File: config.mk
export PLATFORM = sky130hd
export DESIGN_NAME = mem_copy_dma_flat
export DESIGN_NICKNAME = d
export VERILOG_FILES = /design/src/rtl/mem_copy_dma_if.sv /design/src/rtl/mem_copy_dma.sv /design/src/flat_wrapper.sv
export SDC_FILE = /design/constraint.sdc
export NUM_CORES = 1
export LEC_CHECK = 0
export ABC_AREA = 1
export BUFFER_PORTS_ARGS = -buffer_cell sky130_fd_sc_hd__buf_2
export CAP_MARGIN = 15
export CORE_MARGIN = 8
export CORE_UTILIZATION = 30
export CTS_BUF_LIST = sky130_fd_sc_hd__clkbuf_16
export DETAILED_ROUTE_END_ITERATION = 8
export PLACE_DENSITY_LB_ADDON = 0.2
export SYNTH_ARGS = -nofsm -noshare
export SYNTH_HDL_FRONTEND = slang
export SYNTH_SLANG_ARGS = --single-unit
File: constraint.sdc
create_clock -name clk -period 2.8 [get_ports clk]
set_input_delay 0.28 -clock clk [delete_from_list [all_inputs] [get_ports clk]]
set_output_delay 0.28 -clock clk [all_outputs]
set_load 0.05 [all_outputs]
File: src/rtl/mem_copy_dma_if.sv
`default_nettype none
// ============================================================================
//  Module      : mem_copy_dma_if
//  Description : Command and memory-port bundle for the byte copy/fill engine.
//                The slave side is the engine; the master side is whoever
//                issues commands and owns the memory returning read data.
//  Revision    : 1.0  initial release
// ============================================================================
interface mem_copy_dma_if;
    // Command side
    logic        start;
    logic        fill;
    logic [15:0] src;
    logic [15:0] dst;
    logic [15:0] len;
    logic [7:0]  pattern;
    logic        busy;
    logic        done;

    // Memory port side
    logic [15:0] dread_addr;
    logic [15:0] dread_data;
    logic [15:0] dwrite_addr;
    logic [15:0] dwrite_data;
    logic [1:0]  dwrite_en;

    modport master (
        output start, fill, src, dst, len, pattern, dread_data,
        input  busy, done, dread_addr, dwrite_addr, dwrite_data, dwrite_en
    );

    modport slave (
        input  start, fill, src, dst, len, pattern, dread_data,
        output busy, done, dread_addr, dwrite_addr, dwrite_data, dwrite_en
    );
endinterface
`default_nettype wire

File: src/rtl/mem_copy_dma.sv
`default_nettype none
// ============================================================================
//  Module      : mem_copy_dma
//  Description : Memory-port initiator that copies or fills a byte range at
//                two bytes per cycle. Copy reads are fully pipelined: the
//                write for chunk i shares a cycle with the read for chunk i+2.
//                Odd-length tails use a single byte enable.
//  Revision    : 1.0  initial release
// ============================================================================
module mem_copy_dma (
    input  logic          clk,
    input  logic          reset_n,
    mem_copy_dma_if.slave bus
);

    // ------------------------------------------------------------------------
    // State encoding
    // ------------------------------------------------------------------------
    localparam logic [2:0] C_IDLE  = 3'd0;
    localparam logic [2:0] C_COPY  = 3'd1;
    localparam logic [2:0] C_DRAIN = 3'd2;
    localparam logic [2:0] C_FILL  = 3'd3;
    localparam logic [2:0] C_DONE  = 3'd4;

    localparam logic [1:0] C_EN_BOTH = 2'b11;
    localparam logic [1:0] C_EN_LOW  = 2'b01;
    localparam logic [1:0] C_EN_NONE = 2'b00;

    logic [2:0]  r_state;
    logic [2:0]  w_next_state;

    // Read side: address on the port, and a flag saying it carries a read.
    logic [15:0] r_rd_addr;
    logic        r_rd_vld;
    logic        r_rd_last;

    // Data-return stage: dread_data is meaningful in the cycle after a read.
    logic        r_dat_vld;
    logic        r_dat_last;

    // Write side registers driven straight onto the port.
    logic [15:0] r_wr_addr;
    logic [15:0] r_wr_data;
    logic [1:0]  r_wr_en;

    // Next destination address to be written.
    logic [15:0] r_wr_ptr;

    // Chunks still to be issued after the one currently on the port.
    logic [15:0] r_cnt;

    // Latched low bit of len: the last chunk writes only one byte.
    logic        r_odd;

    logic        w_busy;
    logic        w_done;
    logic [15:0] w_chunks;
    logic        w_accept;
    logic [1:0]  w_first_fill_en;
    logic [1:0]  w_next_fill_en;
    logic [1:0]  w_copy_wr_en;

    // ceil(len/2) never exceeds 32768, so 16 bits are enough.
    assign w_chunks = {1'b0, bus.len[15:1]} + {15'd0, bus.len[0]};

    // A command with a non-zero length starts a memory operation.
    assign w_accept = (r_state == C_IDLE) && bus.start && (bus.len != 16'd0);

    assign w_first_fill_en = ((w_chunks == 16'd1) && bus.len[0]) ? C_EN_LOW : C_EN_BOTH;
    assign w_next_fill_en  = ((r_cnt == 16'd1) && r_odd) ? C_EN_LOW : C_EN_BOTH;
    assign w_copy_wr_en    = (r_dat_last && r_odd) ? C_EN_LOW : C_EN_BOTH;

    // ------------------------------------------------------------------------
    // State register
    // ------------------------------------------------------------------------
    // Hold the current FSM state; reset drops any command in flight.
    always_ff @(posedge clk or negedge reset_n) begin
        if (!reset_n) begin
            r_state <= C_IDLE;
        end else begin
            r_state <= w_next_state;
        end
    end

    // ------------------------------------------------------------------------
    // Next-state logic
    // ------------------------------------------------------------------------
    // Sequence IDLE -> COPY/DRAIN or FILL -> DONE -> IDLE.
    always_comb begin
        w_next_state = r_state;
        case (r_state)
            C_IDLE: begin
                if (bus.start) begin
                    if (bus.len == 16'd0) begin
                        w_next_state = C_DONE;
                    end else if (bus.fill) begin
                        w_next_state = C_FILL;
                    end else begin
                        w_next_state = C_COPY;
                    end
                end
            end
            C_COPY: begin
                // The last read is on the port when no chunks remain.
                if (r_cnt == 16'd0) begin
                    w_next_state = C_DRAIN;
                end
            end
            C_DRAIN: begin
                // The last write is on the port once nothing is in the pipe.
                if (!r_rd_vld && !r_dat_vld) begin
                    w_next_state = C_DONE;
                end
            end
            C_FILL: begin
                if (r_cnt == 16'd0) begin
                    w_next_state = C_DONE;
                end
            end
            C_DONE: begin
                w_next_state = C_IDLE;
            end
            default: begin
                w_next_state = C_IDLE;
            end
        endcase
    end

    // ------------------------------------------------------------------------
    // Output logic
    // ------------------------------------------------------------------------
    // Status flags decode directly from the registered state.
    always_comb begin
        w_busy = 1'b0;
        w_done = 1'b0;
        case (r_state)
            C_COPY, C_DRAIN, C_FILL: w_busy = 1'b1;
            C_DONE:                  w_done = 1'b1;
            default: begin
                w_busy = 1'b0;
                w_done = 1'b0;
            end
        endcase
    end

    // ------------------------------------------------------------------------
    // Datapath
    // ------------------------------------------------------------------------
    // Issue reads/fill writes per chunk and move returned read data to the
    // write port one cycle after it arrives.
    always_ff @(posedge clk or negedge reset_n) begin
        if (!reset_n) begin
            r_rd_addr  <= 16'd0;
            r_rd_vld   <= 1'b0;
            r_rd_last  <= 1'b0;
            r_dat_vld  <= 1'b0;
            r_dat_last <= 1'b0;
            r_wr_addr  <= 16'd0;
            r_wr_data  <= 16'd0;
            r_wr_en    <= C_EN_NONE;
            r_wr_ptr   <= 16'd0;
            r_cnt      <= 16'd0;
            r_odd      <= 1'b0;
        end else begin
            // Defaults: no read or write issued this cycle.
            r_rd_vld   <= 1'b0;
            r_rd_last  <= 1'b0;
            r_wr_en    <= C_EN_NONE;

            // Read data returns one cycle after the address was presented.
            r_dat_vld  <= r_rd_vld;
            r_dat_last <= r_rd_vld & r_rd_last;

            if (w_accept) begin
                r_odd <= bus.len[0];
                r_cnt <= w_chunks - 16'd1;
                if (bus.fill) begin
                    // First fill write goes out in the cycle after start.
                    r_wr_addr <= bus.dst;
                    r_wr_data <= {bus.pattern, bus.pattern};
                    r_wr_en   <= w_first_fill_en;
                    r_wr_ptr  <= bus.dst + 16'd2;
                end else begin
                    // First read goes out in the cycle after start.
                    r_rd_addr <= bus.src;
                    r_rd_vld  <= 1'b1;
                    r_rd_last <= (w_chunks == 16'd1);
                    r_wr_ptr  <= bus.dst;
                end
            end else if (r_state == C_COPY) begin
                if (r_cnt != 16'd0) begin
                    r_rd_addr <= r_rd_addr + 16'd2;
                    r_rd_vld  <= 1'b1;
                    r_rd_last <= (r_cnt == 16'd1);
                    r_cnt     <= r_cnt - 16'd1;
                end
            end else if (r_state == C_FILL) begin
                if (r_cnt != 16'd0) begin
                    r_wr_addr <= r_wr_ptr;
                    r_wr_en   <= w_next_fill_en;
                    r_wr_ptr  <= r_wr_ptr + 16'd2;
                    r_cnt     <= r_cnt - 16'd1;
                end
            end

            // Copy writes: only active in COPY/DRAIN, never overlaps a fill.
            if (r_dat_vld) begin
                r_wr_addr <= r_wr_ptr;
                r_wr_data <= bus.dread_data;
                r_wr_en   <= w_copy_wr_en;
                r_wr_ptr  <= r_wr_ptr + 16'd2;
            end
        end
    end

    assign bus.busy        = w_busy;
    assign bus.done        = w_done;
    assign bus.dread_addr  = r_rd_addr;
    assign bus.dwrite_addr = r_wr_addr;
    assign bus.dwrite_data = r_wr_data;
    assign bus.dwrite_en   = r_wr_en;

endmodule
`default_nettype wire

File: src/flat_wrapper.sv
// flat-port wrapper written by rule: the top's interface ports become plain ports
module mem_copy_dma_flat 
  (clk, reset_n, bus_start, bus_fill, bus_src, bus_dst, bus_len, bus_pattern, bus_dread_data, bus_busy, bus_done, bus_dread_addr, bus_dwrite_addr, bus_dwrite_data, bus_dwrite_en);
  mem_copy_dma_if bus_i ();
  input  logic clk;
  input  logic reset_n;
  input wire logic [$bits(bus_i.start)-1:0] bus_start;
  input wire logic [$bits(bus_i.fill)-1:0] bus_fill;
  input wire logic [$bits(bus_i.src)-1:0] bus_src;
  input wire logic [$bits(bus_i.dst)-1:0] bus_dst;
  input wire logic [$bits(bus_i.len)-1:0] bus_len;
  input wire logic [$bits(bus_i.pattern)-1:0] bus_pattern;
  input wire logic [$bits(bus_i.dread_data)-1:0] bus_dread_data;
  output wire logic [$bits(bus_i.busy)-1:0] bus_busy;
  output wire logic [$bits(bus_i.done)-1:0] bus_done;
  output wire logic [$bits(bus_i.dread_addr)-1:0] bus_dread_addr;
  output wire logic [$bits(bus_i.dwrite_addr)-1:0] bus_dwrite_addr;
  output wire logic [$bits(bus_i.dwrite_data)-1:0] bus_dwrite_data;
  output wire logic [$bits(bus_i.dwrite_en)-1:0] bus_dwrite_en;
  assign bus_i.start = bus_start;
  assign bus_i.fill = bus_fill;
  assign bus_i.src = bus_src;
  assign bus_i.dst = bus_dst;
  assign bus_i.len = bus_len;
  assign bus_i.pattern = bus_pattern;
  assign bus_i.dread_data = bus_dread_data;
  assign bus_busy = bus_i.busy;
  assign bus_done = bus_i.done;
  assign bus_dread_addr = bus_i.dread_addr;
  assign bus_dwrite_addr = bus_i.dwrite_addr;
  assign bus_dwrite_data = bus_i.dwrite_data;
  assign bus_dwrite_en = bus_i.dwrite_en;
  mem_copy_dma u_core (.clk(clk), .reset_n(reset_n), .bus(bus_i));
endmodule
-- Word-level counts from Yosys, hierarchy flattened
Index checks and enable logic that the tools add are counted.
- bits in registers: 90
- add/sub/neg operators: 6
- reduce and logical (&&, ||, !) cells: 26
- bitwise gates (word level): 1
- multiplexer cells: 49
- equality and inequality tests: 13
- operator list (operator ; count):
    two-way mux 16 bit ; 23
    adder 16 x 2 -> 16 bit, second input constant ; 3
    equality test 16 x 1 -> 1 bit, second input constant ; 2
    logical NOT 16 bit ; 2
    nonzero test 16 bit ; 2
    subtractor 16 x 1 -> 16 bit, second input constant ; 2
    two-way mux 2 bit ; 10
    adder 15 x 1 -> 16 bit ; 1
    two-way mux 3 bit ; 5
    case mux 3 bit (4 select lines) ; 1
    two-way mux 1 bit ; 10
    nonzero test 3 bit ; 3
    AND reduction 4 bit ; 2
    nonzero test 2 bit ; 4
    equality test 3 x 2 -> 1 bit, second input constant ; 2
    logical AND 1 bit ; 6
    inequality test 2 x 1 -> 1 bit, second input constant ; 3
    AND reduction 3 bit ; 2
    inequality test 2 bit, second input constant ; 2
    equality test 3 x 1 -> 1 bit, second input constant ; 1
    equality test 3 bit, second input constant ; 1
    logical NOT 3 bit ; 1
    inequality test 3 x 1 -> 1 bit, second input constant ; 1
    inequality test 3 x 2 -> 1 bit, second input constant ; 1
    other kinds (4) ; 5

-- Depth between registers and ports, before layout
Gate-level depths: netlist of the first run.
- word-level depth: 8
- mapped depth: 15
- gate-level depth less buffers: 15

-- Worst setup path before layout of the first run
OpenSTA, ideal clock, no wires.
- kind: reg2reg
- start point: reg u_core.r_rd_addr[1], in the netlist u_core.bus.dread_addr[1]
- end point: reg u_core.r_rd_addr[15], in the netlist u_core.bus.dread_addr[15]
- required time: 2.677 ns
- arrival: 1.905 ns
- setup time: 0.123 ns
- stages on the path, launching flop included: 10
- slack: 0.771 ns
- cell sequence: dfrtp_1 -> ha_1 -> nand3_1 -> nor2_1 -> nand3_1 -> nor3_2 -> nand2_1 -> xnor2_1 -> nor2_1 -> o21ai_1
- word-level cells in the longest chain between the ends: 4
- RTL lines (item ; RTL line ; source):
    start, declared ; mem_copy_dma.sv:33 ; logic [15:0] r_rd_addr;
    start signal, assigned ; mem_copy_dma.sv:185 ; r_rd_addr <= bus.src;
    start signal, assigned ; mem_copy_dma.sv:192 ; r_rd_addr <= r_rd_addr + 16'd2;
    adder 16 x 2 -> 16 bit ; mem_copy_dma.sv:192 ;
    two-way mux 16 bit ; mem_copy_dma.sv:191 ; if (r_cnt != 16'd0) begin
    two-way mux 16 bit ; mem_copy_dma.sv:190 ; end else if (r_state == C_COPY) begin
    two-way mux 16 bit ; mem_copy_dma.sv:174 ; if (w_accept) begin
No other way between the ends. The select of a mux whose other input is x is not followed.
A chain may end at the register's enable or synchronous reset.

-- Worst setup path in the final report of the first run
- start point: reg u_core.r_cnt[0]
- end point: reg u_core.r_wr_ptr[1]
- word-level cells in the longest chain between the ends: 3
- RTL lines (item ; RTL line ; source):
    start, declared ; mem_copy_dma.sv:50 ; logic [15:0] r_cnt;
    start signal, assigned ; mem_copy_dma.sv:176 ; r_cnt <= w_chunks - 16'd1;
    start signal, assigned ; mem_copy_dma.sv:195 ; r_cnt <= r_cnt - 16'd1;
    start signal, assigned ; mem_copy_dma.sv:202 ; r_cnt <= r_cnt - 16'd1;
    nonzero test 16 bit ; mem_copy_dma.sv:198 ; if (r_cnt != 16'd0) begin
    nonzero test 3 bit (no source line) ; -- ;
    AND reduction 3 bit (no source line) ; -- ;
    end signal, assigned ; mem_copy_dma.sv:188 ; r_wr_ptr <= bus.dst;
    end signal, assigned ; mem_copy_dma.sv:201 ; r_wr_ptr <= r_wr_ptr + 16'd2;
    end signal, assigned ; mem_copy_dma.sv:211 ; r_wr_ptr <= r_wr_ptr + 16'd2;
    end, declared ; mem_copy_dma.sv:47 ; logic [15:0] r_wr_ptr;
No other way between the ends.

==> results of run 1 <==
==> area by class of cell <==
type                       count  area [um^2]  share of cell area
timing repair buffer         136          721              0.0940
tap                          280          350              0.0457
sequential                    90         2250               0.294
inverter                     103          389              0.0508
multi-input combinational    704         3670               0.479
clock buffer                   9          225              0.0294
clock inverter                 6         58.8             0.00767
==> cell usage after synthesis (2+ instances only) <==
| cell | instances | area, um^2 |
|---|---|---|
| nor2_4 | 8 | 90.1 |
| nand4_1 | 25 | 156 |
| o311ai_0 | 2 | 17.5 |
| nor2_1 | 94 | 353 |
| nor2_8 | 2 | 40.0 |
| o22ai_1 | 2 | 12.5 |
| ha_1 | 10 | 125 |
| o21bai_1 | 2 | 15.0 |
| o21ai_0 | 52 | 260 |
| o211ai_1 | 9 | 67.6 |
| inv_1 | 95 | 357 |
| buf_6 | 9 | 101 |
| xnor2_1 | 7 | 61.3 |
| a21oi_1 | 19 | 95.1 |
| inv_2 | 7 | 26.3 |
| o21ai_1 | 11 | 55.1 |
| nor3_1 | 17 | 85.1 |
| xor2_1 | 23 | 201 |
| nor3_2 | 3 | 30.0 |
| nand2_2 | 14 | 87.6 |
| a31oi_1 | 22 | 138 |
| nand2_1 | 253 | 950 |
| nand3_2 | 9 | 90.1 |
| nand2_4 | 5 | 56.3 |
| nor4_1 | 2 | 12.5 |
| nor2_2 | 12 | 75.1 |
| o221ai_1 | 2 | 17.5 |
| a22oi_1 | 4 | 30.0 |
| buf_2 | 11 | 55.1 |
| buf_4 | 4 | 30.0 |
| clkbuf_1 | 2 | 7.51 |
| nand3_1 | 82 | 410 |
| nand3b_1 | 3 | 22.5 |
| dfrtp_1 | 90 | 2250 |
==> per-layer routing <==
metal,GRT usage,up-vias
met1,0.189,2870
li1,-,3271
met4,0.0450,0
met2,0.236,126
met5,0,-
met3,0.0217,14
==> how the worst min path moves through the flow <==
stage,start,to,slack [ps],cells after the start
finish,bus_dread_data[12],u_core.bus.dwrite_data[12],160,3
global route,bus_dread_data[12],u_core.bus.dwrite_data[12],160,3
CTS,bus_dread_data[12],u_core.bus.dwrite_data[12],150,3
detailed placement,reset_n,u_core.r_cnt[0],240,1
global placement,reset_n,u_core.bus.dread_addr[2],240,1
floorplan,reset_n,u_core.bus.dread_addr[0],-20,0
==> metrics by stage <==
step	worst slack [ps]	total power (uW)
detailed placement	271	7160
finish	445	8280
CTS	422	8380
global route	145	8960
floorplan	771	6090
global placement	255	7160
==> power by group through the flow <==
stage | registers [uW] | clock network [uW] | logic (uW)
finish | 2450 | 1190 | 4630
global placement | 2480 | 0 | 4680
CTS | 2450 | 1230 | 4700
floorplan | 3590 | 0 | 2490
detailed placement | 2470 | 0 | 4690
global route | 2540 | 1280 | 5140
==> cell families after synthesis <==
family	count (synthesis)	synth area share
xor+xnor	30	0.0404
flops	90	0.346
compound gates	131	0.118
buf+inv	129	0.0897
fa+ha+maj	10	0.0192
mux	1	0.00173
simple gates	532	0.385
==> state kept, by name (all words and copies together), names as in the netlist, 2 cells and up <==
register                flops
u_core.bus.dread_addr      16
u_core.bus.dwrite_addr     16
u_core.bus.dwrite_data     16
u_core.bus.dwrite_en        2
u_core.r_cnt               16
u_core.r_state              3
u_core.r_wr_ptr            16
==> worst max-delay path, cell delays in order (launching register included) <==
cell      delay [ps]
dfrtp_1          420
inv_1             90
ha_1             200
nand3_2          140
nor2_4           220
nand2_1          130
nand2_4          160
inv_4             90
nand2_4          100
nand3_4          240
inv_1            280
nand2_1           90
o211ai_1         100
==> metrics, run 1 <==
leakage power=0.00372 uW; Mapped Cells=923; Hold Worst Slack=160 ps; RR Startpoint=u_core.r_cnt[0]; Root Buffer=clkbuf_16; Final Cell Area=7660 um^2; Worst VDD drop=0.382 mV; setup tns final=0 ps; DP HPWL=14,900 um; met2 routed WL=8610 um; Min-Delay Path Class=in -> reg; Nets=1,130; share of power burned in registers=0.297; Post-Route WL=18,800 um; Core Util, Final=0.356; pwr/cell area=1080 nW/um^2; FF-to-FF End=u_core.r_wr_ptr[1]; # placed instances=1,312; most frequent cells in the layout=nand2_1, buf_2, inv_1; Final Max Slew Viols=0; die height=163 um; sequential area share after synthesis=0.346; Post-CTS Setup Bufs=0; yosys warns=0; DIE WIDTH=163 um; crit path to=u_core.r_wr_ptr[1]; share of layout cells above drive strength 1=0.206; ANT nets after route=0; Worst Path Max Fanout=24; arrival time at the worst endpoint=2610 ps; clk slew on worst S/H paths=60 ps; M1 wire length=9000 um; most common cell after layout, fill and taps aside=nand2_1; Non-Filler Instances=1,328; core area=21,600 um^2; Port Buffers=127; Rows=54; hold_buf cts=1; # H-tree levels=3; clock sink count=90; clock share of power=0.144; clock latency on the worst-skew pair=340 ps; starting density of the core=0.302; syn_nets=1,009; vias in the first global route=6,180; Resized Gates After CTS=0; combinational share of power=0.560; Critical Path RT=3050 ps; post-DR vias/cell=4.73; sw power=4360 uW; Synth Area per Inst=7.04 um^2; vias=6,281; max cap viols=0; DRT iter0 DRCs=381; diodes inserted=0; EDFF count, synth=0; FFs w/ async S/R, synth=1.00; fillcell total=2,326; io pins=128; Top Layer Used=met4; Pint=3920 uW; detail-routed net length per standard cell=14.1 um; status=completed; first-pass GRT wire length=31,100 um; P&R area growth vs syn=17.9%; RePlAce Congestion=0.841; worst-margin pin slew=870 ps; initial antenna violation count=0; r2r worst-path depth=12; placed instance area=7370 um^2; Tmin final=2360 ps; grt total ovfl=0; RSZ-0062 raised after global routing=false; cts bufs inserted=9; largest net degree at the start of global routing=36; CP Class=reg -> reg; relative slew slack=0.419; Max Freq=425 MHz; GR Util All Layers=0.143; CTS tree=built; Die Area=26,600 um^2; clk_skew=5.47 ps; setup violators final=0; post-synthesis cell type count=45; sw frac=0.526; Worst setup SP type=register; final hold violation count=0; Primary FF master, synth=dfrtp_1; flops & latches, synth=90; fin crit share=0.841; DRT Pass-1 Iters=5; DR WL met3=938 um; CP Launch Point=u_core.r_cnt[0]; crit path capture type=register; maximum root-to-sink buffer count=2; Post-Syn Area=6500 um^2; drt drc=0; FF-to-FF setup slack=440 ps
Power figures use the tool's default switching activity.
==> inputs of run 2 (changes only) <==
ABC_AREA = 0   (was 1)
clock period = 1.9 ns   (was 2.8 ns; I/O delays follow)
==> metrics, run 2 <==
status=complete, but fails checks; failing checks=setup timing; pwr/cell area=1580 nW/um^2; Post-Syn Area=6000 um^2; CP Buf/Inv Count=2; share of layout cells above drive strength 1=0.398; Worst VDD drop=0.541 mV; final hold violation count=0; Post-Route WL=19,000 um; GR Util All Layers=0.149; EDFF count, synth=0; grt total ovfl=0; Commonest cells post-synth=dfrtp_1, nand2_1, nor2_1; area leader, netlist=dfrtp_1; arrival time at the worst endpoint=2570 ps; Worst Path Max Fanout=4; RSZ-0062 raised after global routing=true; setup violators final=68; io pins=128; vias in the first global route=5,975; Crit-path slowest cell=or4_4; crit path cell chain=or4_4, nor4b_4, buf_4, a21oi_4, a221oi_4, buf_12, mux2_4; FFs w/ async S/R, synth=1.00; Rows=51; crit path capture type=register; Primary FF master, synth=dfrtp_1; Root Buffer=clkbuf_16; ANT nets after route=0; post-DR vias/cell=4.99; clock latency on the worst-skew pair=350 ps; CP Launch Point=u_core.r_cnt[2]; Final Cell Area=8970 um^2; Tot Pwr=14,200 uW; Critical Path RT=2130 ps; DP HPWL=14,100 um; slowest stage delay, CP=570 ps; P&R area growth vs syn=49.6%; Worst setup SP type=register; # H-tree levels=3; Synth top area share=0.376; Port Buffers=127; fin crit share=1.23; detail-routed net length per standard cell=15.6 um; drt drc=0; post-route setup slack=-437 ps; RR Startpoint=u_core.r_cnt[2]; most common cell after layout, fill and taps aside=buf_4; yosys warns=0; flops & latches, synth=90; DRT iter0 DRCs=290; starting density of the core=0.307; vias=6,080; DRT Pass-1 Iters=6; placed instance area=8060 um^2; largest net degree at the start of global routing=82; Hold Worst Slack=47.3 ps; CP top delay family=simple AND/OR/NAND/NOR gates; clock sink count=90; setup tns final=-20,850 ps; Synth Area per Inst=8.63 um^2; RePlAce Congestion=0.815; CTS tree=built; worst-margin pin slew=508 ps; die height=157 um; clk slew on worst S/H paths=70 ps; most frequent cells in the layout=buf_4, buf_2, dfrtp_1; Final Max Slew Viols=0; max cap viols=0; CP Class=reg -> reg; Tmin final=2340 ps; initial antenna violation count=0; Nets=1,035; cts bufs inserted=9; syn_nets=781; HP Start=bus_dread_data[3]; pre-CTS WS=-514 ps; count leader, synth=dfrtp_1; post-synthesis cell type count=70; sequential area share after synthesis=0.376; first-pass GRT wire length=30,100 um; leakage power=0.00400 uW; core area=19,500 um^2; maximum root-to-sink buffer count=2; diodes inserted=0; relative slew slack=0.660; Max Freq=428 MHz; DIE WIDTH=157 um; Min-Delay Path Class=in -> reg; synth top area cells=dfrtp_1, mux2i_1, nand2_1; Mapped Cells=695; clk_skew=12.9 ps; Die Area=24,800 um^2
run 2: kinds of logic after synthesis:
logic type / Yosys count / share of synthesized area
adders and majority gates: 10 / 0.0209
buffers and inverters: 60 / 0.0449
DFF: 90 / 0.376
xor gates and xnor gates: 48 / 0.0701
AOI/OAI and AO/OA: 164 / 0.177
and+or+nand+nor: 279 / 0.238
muxes: 44 / 0.0741
run 2: power breakdown:
part           internal [uW]  leakage (uW)  total (uW)  switching [uW]
Sequential              2860       0.00106        3650             785
Clock                    883      0.000132        1670             786
Combinational           3600       0.00281        8840            5240
run 2: cell type report:
cell class / count / area (um^2)
Sequential cell: 90 / 2250
Fill cell: 1969 / 10600
Timing Repair Buffer: 287 / 2130
Inverter: 16 / 62.6
Clock buffer: 9 / 225
Multi-Input combinational cell: 545 / 3930
Clock inverter: 7 / 45.0
Tap cell: 265 / 332
run 2: worst min-delay path: cells and delay by family:
kind,cells,cell delay [ps]
buffers and inverters,1,70
AND/OR/NAND/NOR,1,40
AO/OA/AOI/OAI,1,60
run 2: worst paths after layout:
kind | to | slack [ps] | cells past startpoint
max | u_core.bus.dwrite_addr[0] | -440 | 7
min | u_core.bus.dwrite_data[3] | 50 | 3
max reg2reg | u_core.bus.dwrite_addr[0] | -440 | 7
min reg2reg | u_core.r_dat_vld | 420 | 0
max in group asynchronous | u_core.r_cnt[3] | 990 | 3
min in group asynchronous | u_core.bus.dwrite_addr[11] | 220 | 2
run 2: stage by stage:
stage,util,std cells
4_1_cts,0.446,1214
3_5_place_dp,0.413,1185
3_3_place_gp,0.413,1185
5_1_grt,0.460,1219
2_1_floorplan,-,695
6_report,0.460,1219
run 2: what timing repair did:
action / 4_1_cts / 5_1_grt
cloned: 3 / 2
hold endpoints to repair: 17 / 0
resized for setup: 63 / 39
hold buffers: 1 / 0
buffers inserted: 9 / 3
setup endpoints to repair: 69 / 84
pin swaps: 32 / 24
run 2: metal layers:
metal  share of wire  global-route usage
met1            0.48               0.205
met2            0.46               0.239
met3           0.045              0.0263
met4          0.0084              0.0358
met5               0                   0
